[src/rtl/gauge_pkg.sv]
// Shared types and constants for the gauge level filter: FSM state encoding,
// display defaults and the bar-height clamp helper.
package gauge_pkg;

  typedef enum logic {
    RUN   = 1'b0,
    FLUSH = 1'b1
  } gauge_state_e;

  localparam int SCREEN_H_DEFAULT = 272;
  localparam int LEVEL_W          = 9;

  function automatic logic [LEVEL_W-1:0] clamp_level(
    input logic [LEVEL_W-1:0] raw,
    input logic [LEVEL_W-1:0] top
  );
    return (raw > top) ? top : raw;
  endfunction

endpackage

[src/rtl/moving_average.sv]
// Circular buffer of the last 2^AVG_LOG2 samples with a running sum; exposes
// the top LEVEL_W bits of the average (sum >> AVG_LOG2).
module moving_average
  import gauge_pkg::*;
#(
  parameter int DATA_W   = 16,
  parameter int AVG_LOG2 = 3
) (
  input  logic                clk,
  input  logic                rst_n,
  input  logic                clr,
  input  logic                wipe_en,
  input  logic [AVG_LOG2-1:0] wipe_idx,
  input  logic                wr_en,
  input  logic [DATA_W-1:0]   din,
  output logic [LEVEL_W-1:0]  avg_msb
);

  localparam int N     = 1 << AVG_LOG2;
  localparam int SUM_W = DATA_W + AVG_LOG2;

  logic [DATA_W-1:0]   buf_q [N];
  logic [DATA_W-1:0]   buf_d [N];
  logic [AVG_LOG2-1:0] wr_ptr_q, wr_ptr_d;
  logic [SUM_W-1:0]    sum_q, sum_d;

  // The sum holds at most N full-scale samples, so SUM_W bits cannot overflow.
  always_comb begin
    buf_d    = buf_q;
    wr_ptr_d = wr_ptr_q;
    sum_d    = sum_q;
    if (clr) begin
      wr_ptr_d = '0;
      sum_d    = '0;
    end else if (wr_en) begin
      buf_d[wr_ptr_q] = din;
      sum_d           = sum_q + SUM_W'(din) - SUM_W'(buf_q[wr_ptr_q]);
      wr_ptr_d        = wr_ptr_q + AVG_LOG2'(1);
    end
    if (wipe_en) begin
      buf_d[wipe_idx] = '0;
    end
  end

  always_ff @(posedge clk) begin
    if (!rst_n) begin
      for (int i = 0; i < N; i++) begin
        buf_q[i] <= '0;
      end
      wr_ptr_q <= '0;
      sum_q    <= '0;
    end else begin
      buf_q    <= buf_d;
      wr_ptr_q <= wr_ptr_d;
      sum_q    <= sum_d;
    end
  end

  assign avg_msb = sum_q[SUM_W-1 -: LEVEL_W];

endmodule

[src/rtl/gauge_level_filter.sv]
// Sensor-to-bar-height filter: periodic sampling, moving average, clamp to the
// screen and optional peak-hold marker (compiled in with GAUGE_PEAK_HOLD_EN).
module gauge_level_filter
  import gauge_pkg::*;
#(
  parameter int DATA_W          = 16,
  parameter int AVG_LOG2        = 3,
  parameter int SAMPLE_PERIOD   = 270000,
  parameter int SCREEN_H        = SCREEN_H_DEFAULT,
  parameter int PEAK_HOLD_TICKS = 50
) (
  input  logic               clk,
  input  logic               rst_n,
  input  logic [DATA_W-1:0]  sample_in,
  input  logic               flush,
  output logic [8:0]         level,
  output logic               level_valid,
  output logic [8:0]         peak,
  output logic               busy,
  output gauge_state_e       dbg_state
);

  localparam int N      = 1 << AVG_LOG2;
  localparam int CNT_W  = (SAMPLE_PERIOD > 1) ? $clog2(SAMPLE_PERIOD) : 1;
  localparam logic [CNT_W-1:0]    CNT_LAST  = CNT_W'(SAMPLE_PERIOD - 1);
  localparam logic [AVG_LOG2-1:0] IDX_LAST  = AVG_LOG2'(N - 1);
  localparam logic [LEVEL_W-1:0]  LEVEL_TOP = LEVEL_W'(SCREEN_H - 1);

  if (DATA_W < LEVEL_W || PEAK_HOLD_TICKS < 0) begin : g_bad_params
    $error("gauge_level_filter: DATA_W must be >= 9 and PEAK_HOLD_TICKS >= 0");
  end

  gauge_state_e        state_q, state_d;
  logic [CNT_W-1:0]    cnt_q, cnt_d;
  logic [AVG_LOG2-1:0] wipe_idx_q, wipe_idx_d;
  logic [DATA_W-1:0]   sample_q, sample_d;
  logic                cap_q, cap_d;
  logic                upd_q, upd_d;
  logic [LEVEL_W-1:0]  level_q, level_d;
  logic                level_valid_q, level_valid_d;
  logic                busy_q, busy_d;

  logic                tick;
  logic                ma_clr, ma_wipe_en, ma_wr_en;
  logic [LEVEL_W-1:0]  avg_msb;
  logic [LEVEL_W-1:0]  new_level;

`ifdef GAUGE_PEAK_HOLD_EN
  localparam int HOLD_W = (PEAK_HOLD_TICKS > 0) ? $clog2(PEAK_HOLD_TICKS + 1) : 1;
  logic [LEVEL_W-1:0] peak_q, peak_d;
  logic [HOLD_W-1:0]  hold_q, hold_d;
`endif

  moving_average #(
    .DATA_W   (DATA_W),
    .AVG_LOG2 (AVG_LOG2)
  ) u_avg (
    .clk      (clk),
    .rst_n    (rst_n),
    .clr      (ma_clr),
    .wipe_en  (ma_wipe_en),
    .wipe_idx (wipe_idx_q),
    .wr_en    (ma_wr_en),
    .din      (sample_q),
    .avg_msb  (avg_msb)
  );

  assign tick      = (cnt_q == CNT_LAST);
  assign new_level = clamp_level(avg_msb, LEVEL_TOP);

  // Pipeline: cap_q marks a captured sample, upd_q marks a fresh running sum.
  always_comb begin
    state_d       = state_q;
    cnt_d         = tick ? '0 : cnt_q + CNT_W'(1);
    wipe_idx_d    = wipe_idx_q;
    sample_d      = sample_q;
    cap_d         = 1'b0;
    upd_d         = 1'b0;
    level_d       = level_q;
    level_valid_d = 1'b0;
    busy_d        = busy_q;
    ma_clr        = 1'b0;
    ma_wipe_en    = 1'b0;
    ma_wr_en      = 1'b0;
`ifdef GAUGE_PEAK_HOLD_EN
    peak_d        = peak_q;
    hold_d        = hold_q;
`endif
    case (state_q)
      RUN: begin
        if (flush) begin
          state_d    = FLUSH;
          busy_d     = 1'b1;
          wipe_idx_d = '0;
          ma_clr     = 1'b1;
          level_d    = '0;
`ifdef GAUGE_PEAK_HOLD_EN
          peak_d     = '0;
          hold_d     = '0;
`endif
        end else begin
          if (tick) begin
            sample_d = sample_in;
            cap_d    = 1'b1;
          end
          ma_wr_en = cap_q;
          upd_d    = cap_q;
          if (upd_q) begin
            level_d       = new_level;
            level_valid_d = 1'b1;
`ifdef GAUGE_PEAK_HOLD_EN
            if (new_level >= peak_q) begin
              peak_d = new_level;
              hold_d = HOLD_W'(PEAK_HOLD_TICKS);
            end else if (hold_q != '0) begin
              hold_d = hold_q - HOLD_W'(1);
            end else begin
              peak_d = (peak_q - LEVEL_W'(1) < new_level) ? new_level : peak_q - LEVEL_W'(1);
            end
`endif
          end
        end
      end
      FLUSH: begin
        ma_wipe_en = 1'b1;
        wipe_idx_d = wipe_idx_q + AVG_LOG2'(1);
        if (wipe_idx_q == IDX_LAST) begin
          state_d = RUN;
          busy_d  = 1'b0;
        end
      end
      default: begin
        state_d = RUN;
        busy_d  = 1'b0;
      end
    endcase
  end

  always_ff @(posedge clk) begin
    if (!rst_n) begin
      state_q       <= RUN;
      cnt_q         <= '0;
      wipe_idx_q    <= '0;
      sample_q      <= '0;
      cap_q         <= 1'b0;
      upd_q         <= 1'b0;
      level_q       <= '0;
      level_valid_q <= 1'b0;
      busy_q        <= 1'b0;
`ifdef GAUGE_PEAK_HOLD_EN
      peak_q        <= '0;
      hold_q        <= '0;
`endif
    end else begin
      state_q       <= state_d;
      cnt_q         <= cnt_d;
      wipe_idx_q    <= wipe_idx_d;
      sample_q      <= sample_d;
      cap_q         <= cap_d;
      upd_q         <= upd_d;
      level_q       <= level_d;
      level_valid_q <= level_valid_d;
      busy_q        <= busy_d;
`ifdef GAUGE_PEAK_HOLD_EN
      peak_q        <= peak_d;
      hold_q        <= hold_d;
`endif
    end
  end

  assign level       = level_q;
  assign level_valid = level_valid_q;
  assign busy        = busy_q;
  assign dbg_state   = state_q;
`ifdef GAUGE_PEAK_HOLD_EN
  assign peak        = peak_q;
`else
  assign peak        = level_q;
`endif

endmodule

[config.mk]
export PLATFORM = sky130hd
export DESIGN_NAME = gauge_level_filter
export DESIGN_NICKNAME = d
export VERILOG_FILES = /design/src/rtl/gauge_pkg.sv /design/src/rtl/moving_average.sv /design/src/rtl/gauge_level_filter.sv
export SDC_FILE = /design/constraint.sdc
export NUM_CORES = 1
export LEC_CHECK = 0
export BUFFER_PORTS_ARGS = -buffer_cell sky130_fd_sc_hd__buf_2
export CAP_MARGIN = 15
export CORE_ASPECT_RATIO = 2
export CORE_MARGIN = 2
export CORE_UTILIZATION = 56
export DETAILED_ROUTE_END_ITERATION = 6
export HOLD_SLACK_MARGIN = 0.06
export PLACE_DENSITY = 0.73
export SYNTH_ARGS = -nofsm -noshare
export SYNTH_HDL_FRONTEND = slang
export SYNTH_SLANG_ARGS = --single-unit
[constraint.sdc]
create_clock -name clk -period 4 [get_ports clk]
set_input_delay 0.2 -clock clk [delete_from_list [all_inputs] [get_ports clk]]
set_output_delay 0.2 -clock clk [all_outputs]
set_load 0.01 [all_outputs]
==> qor.csv <==
stage,metric,value,unit
yosys,ys_async_sr_fraction,0,
yosys,syn_nets,1342,
clocking,clk_latency,500,ps
yosys,synthTopCellsByArea,"dfxtp_1 40%, nand2_1 10%, a21oi_1 8.3%, nor2_1 4.2%, ha_1 3.2%",
setup_path,critPathLaunchType,register,
clocking,cts_tree,yes,
sta,skew,12.0,ps
die,fp.coreArea,0.0177,mm²
finish,nFillCells,1501,
placed_design,globalplace.congestion,0.964,
status,status,finished clean,
setup_path,critPathLaunch,u_avg.wr_ptr_q[2],
yosys,seq_area_frac_synth,0.403,
finish,antennaDiodeCount,0,
yosys,synth_top_area_frac,0.403,
setup_path,critPathKind,register to register,
detailed_routing,ant_nets,0,
clocking,cts_max_level,1,
yosys,yosysWarnings,0,
finish,final_cells,1549,
sta,setup_violations,0,
min_path,hold_start,flush,
setup_path,crit_fanout,10,
die,fp.dieW,98.6,µm
die,die_area,0.0191,mm²
detailed_routing,first_pass_iters,5,
finish,area_delta_synth_final,13.7,%
die,start_util,0.566,
global_route,antenna_found_initial,0,
setup_path,required,4440,ps
yosys,ys.flop_type,dfxtp_1,
yosys,synth_common_cells,"277 x nand2_1, 202 x dfxtp_1, 166 x a21oi_1, 111 x nor2_1, 72 x clkbuf_1",
sta,fin_crit,3800,ps
die,row_count,69,
flow_run,drv_cap,0,
setup_path,r2r_start,u_avg.wr_ptr_q[2],
yosys,synth_edf_count,0,
yosys,ys_types,57,
sta,tightest_slew,960,ps
detailed_routing,routed_wirelength,29000,µm
yosys,netlist_area,0.0100,mm²
die,die_height,193,µm
pwr,p_leak,4.32,nW
global_route,track_usage,0.302,
sta,fin_crit_sh,0.950,
global_route,grt_remaining_overflow,0,
sta,rsz0062_at_grt,false,
yosys,syn_inst,1281,
yosys,synth_area_leader_cell,dfxtp_1,
yosys,yosys.cell_count.top_type,nand2_1,
detailed_routing,num_vias,9147,
global_route,grt_pass1_wl,46300,µm
clocking,clock-sinks,202,
pwr,power_density,355,mW/mm²
global_route,grt_max_degree,40,
yosys,ys_ff_latch,202,
detailed_routing,wl_per_cell,18.7,µm
sta,max_freq,0.263,GHz
finish,fin_nets,1384,
clocking,cts_buffer_depth,3,
clocking,cts_made_buffers,20,
placed_design,dp.cells,1497,
sta,drv_slew,0,
setup_path,critPathCaptureType,register,
global_route,first_global_vias,9192,
clocking,clk_pin_slew,70,ps
sta,hold_viol_final,0,
detailed_routing,vias_per_cell,5.91,
detailed_routing,drc,0,
sta,slew_headroom,0.358,
min_path,holdCritPathClass,primary input to register,
die,io_pins,40,
finish,drive_gt1_frac,0.123,
clocking,cts_root_buffer,clkbuf_16,
placed_design,port_buffers,39,
setup_path,critPathArrivalTime,4240,ps
detailed_routing,dr.first_iter.drc_count,518,
yosys,syn_avg_cell_area,7.83,µm²
pwr,finalPower,4.05,mW
placed_design,post-dp-hpwl,21300,µm
pwr,irDropWorstVdd,316,µV
-- per-stage QoR --
step	instance area [µm²]	hold WS, ps	setup slack (ps)	setup TNS [ps]	utilization
final	11400	82.9	200	0	0.644
after global routing	11400	117	12.7	0	0.644
after CTS	11400	80.3	89.6	0	0.643
after detailed placement	10500	442	-80.4	-91.4	0.596
after global placement	10500	433	-5.14	-5.14	0.596
after floorplan	10000	339	11.8	0	-
-- registers in the layout, indices dropped and copies added (netlist names), 3 cells and up --
register / flops
cnt_q: 19
level: 9
sample_q: 16
u_avg.buf_q: 128
u_avg.sum_q: 19
u_avg.wr_ptr_q: 3
wipe_idx_q: 3
-- worst paths after layout --
check | endpoint | slack, ps | depth (start not counted)
setup reg to reg | u_avg.sum_q[16] | 200 | 16
hold reg to reg | level[3] | 450 | 2
hold / removal | busy | 80 | 3
setup / recovery | u_avg.sum_q[16] | 200 | 16
-- logic make-up (layout without fill, tap and decap cells) --
logic type,after synthesis,in the layout,synth area share
AND/OR/NAND/NOR,496,496,0.214
adder cells (fa/ha/maj),42,42,0.0644
buffers and inverters,164,219,0.0663
multiplexers,51,51,0.0537
AO/OA/AOI/OAI,295,295,0.172
XOR/XNOR,31,31,0.0271
flip-flops,202,202,0.403
-- area by class of cell --
type	count	area (µm²)	share of cell area
well taps	213	267	0.0234
clock inverters	7	73.8	0.00648
multi-input cells	915	5340	0.468
inverters	71	267	0.0234
flip-flops and latches	202	4050	0.356
repair buffers	113	807	0.0708
clock buffers	28	592	0.0519
-- timing repair --
item,in CTS,in global routing
endpoints found under the setup margin,2,4
buffers inserted,0,1
hold endpoints to repair,16,0
hold buffers,16,0
resized for setup,1,4
-- where the power goes --
part	internal (mW)	leakage, nW	switching, mW
logic	0.0353	2.36	0.0591
clock network	1.10	0.328	0.828
registers	2.01	1.63	0.00788
total	3.15	4.32	0.895
-- critical path, stage by stage (launching register included) --
cell and delay [ps]:
dfxtp_1 590, nor2b_1 130, buf_4 190, a22oi_1 200, o22a_1 170, o21ai_0 100, ha_1 280, inv_1 60
ha_1 150, inv_1 60, fa_1 450, nand2b_1 200, a21oi_1 200, o21a_1 280, o21ai_1 160, or4_1 430
nand3_1 110
-- routing by layer --
layer | GRT usage | part of all wire
met4 | 0.187 | 0.072
met1 | 0.306 | 0.35
met3 | 0.0358 | 0.054
met5 | 0 | 0
met2 | 0.567 | 0.53
-- placed cells by master, fill, tap and decap left out, types with 5 or more instances in the layout --
cell type,instances
a21oi_1,166
buf_2,39
fa_1,16
nand3_1,35
xnor2_1,16
o21ai_1,15
and2_1,5
dfxtp_1,200
clkbuf_16,21
o21ai_0,29
mux2i_1,29
nor2b_1,11
a22oi_1,27
mux2_2,22
xor2_1,15
and3_1,7
buf_4,56
a21boi_1,16
nor2_1,110
nand2_1,277
inv_1,71
ha_1,26
nand2b_1,7
dlygate4sd3_1,16
o22a_1,15
nand4_1,10
nor3_1,5
Note: power is estimated with default switching activity, not from simulation.
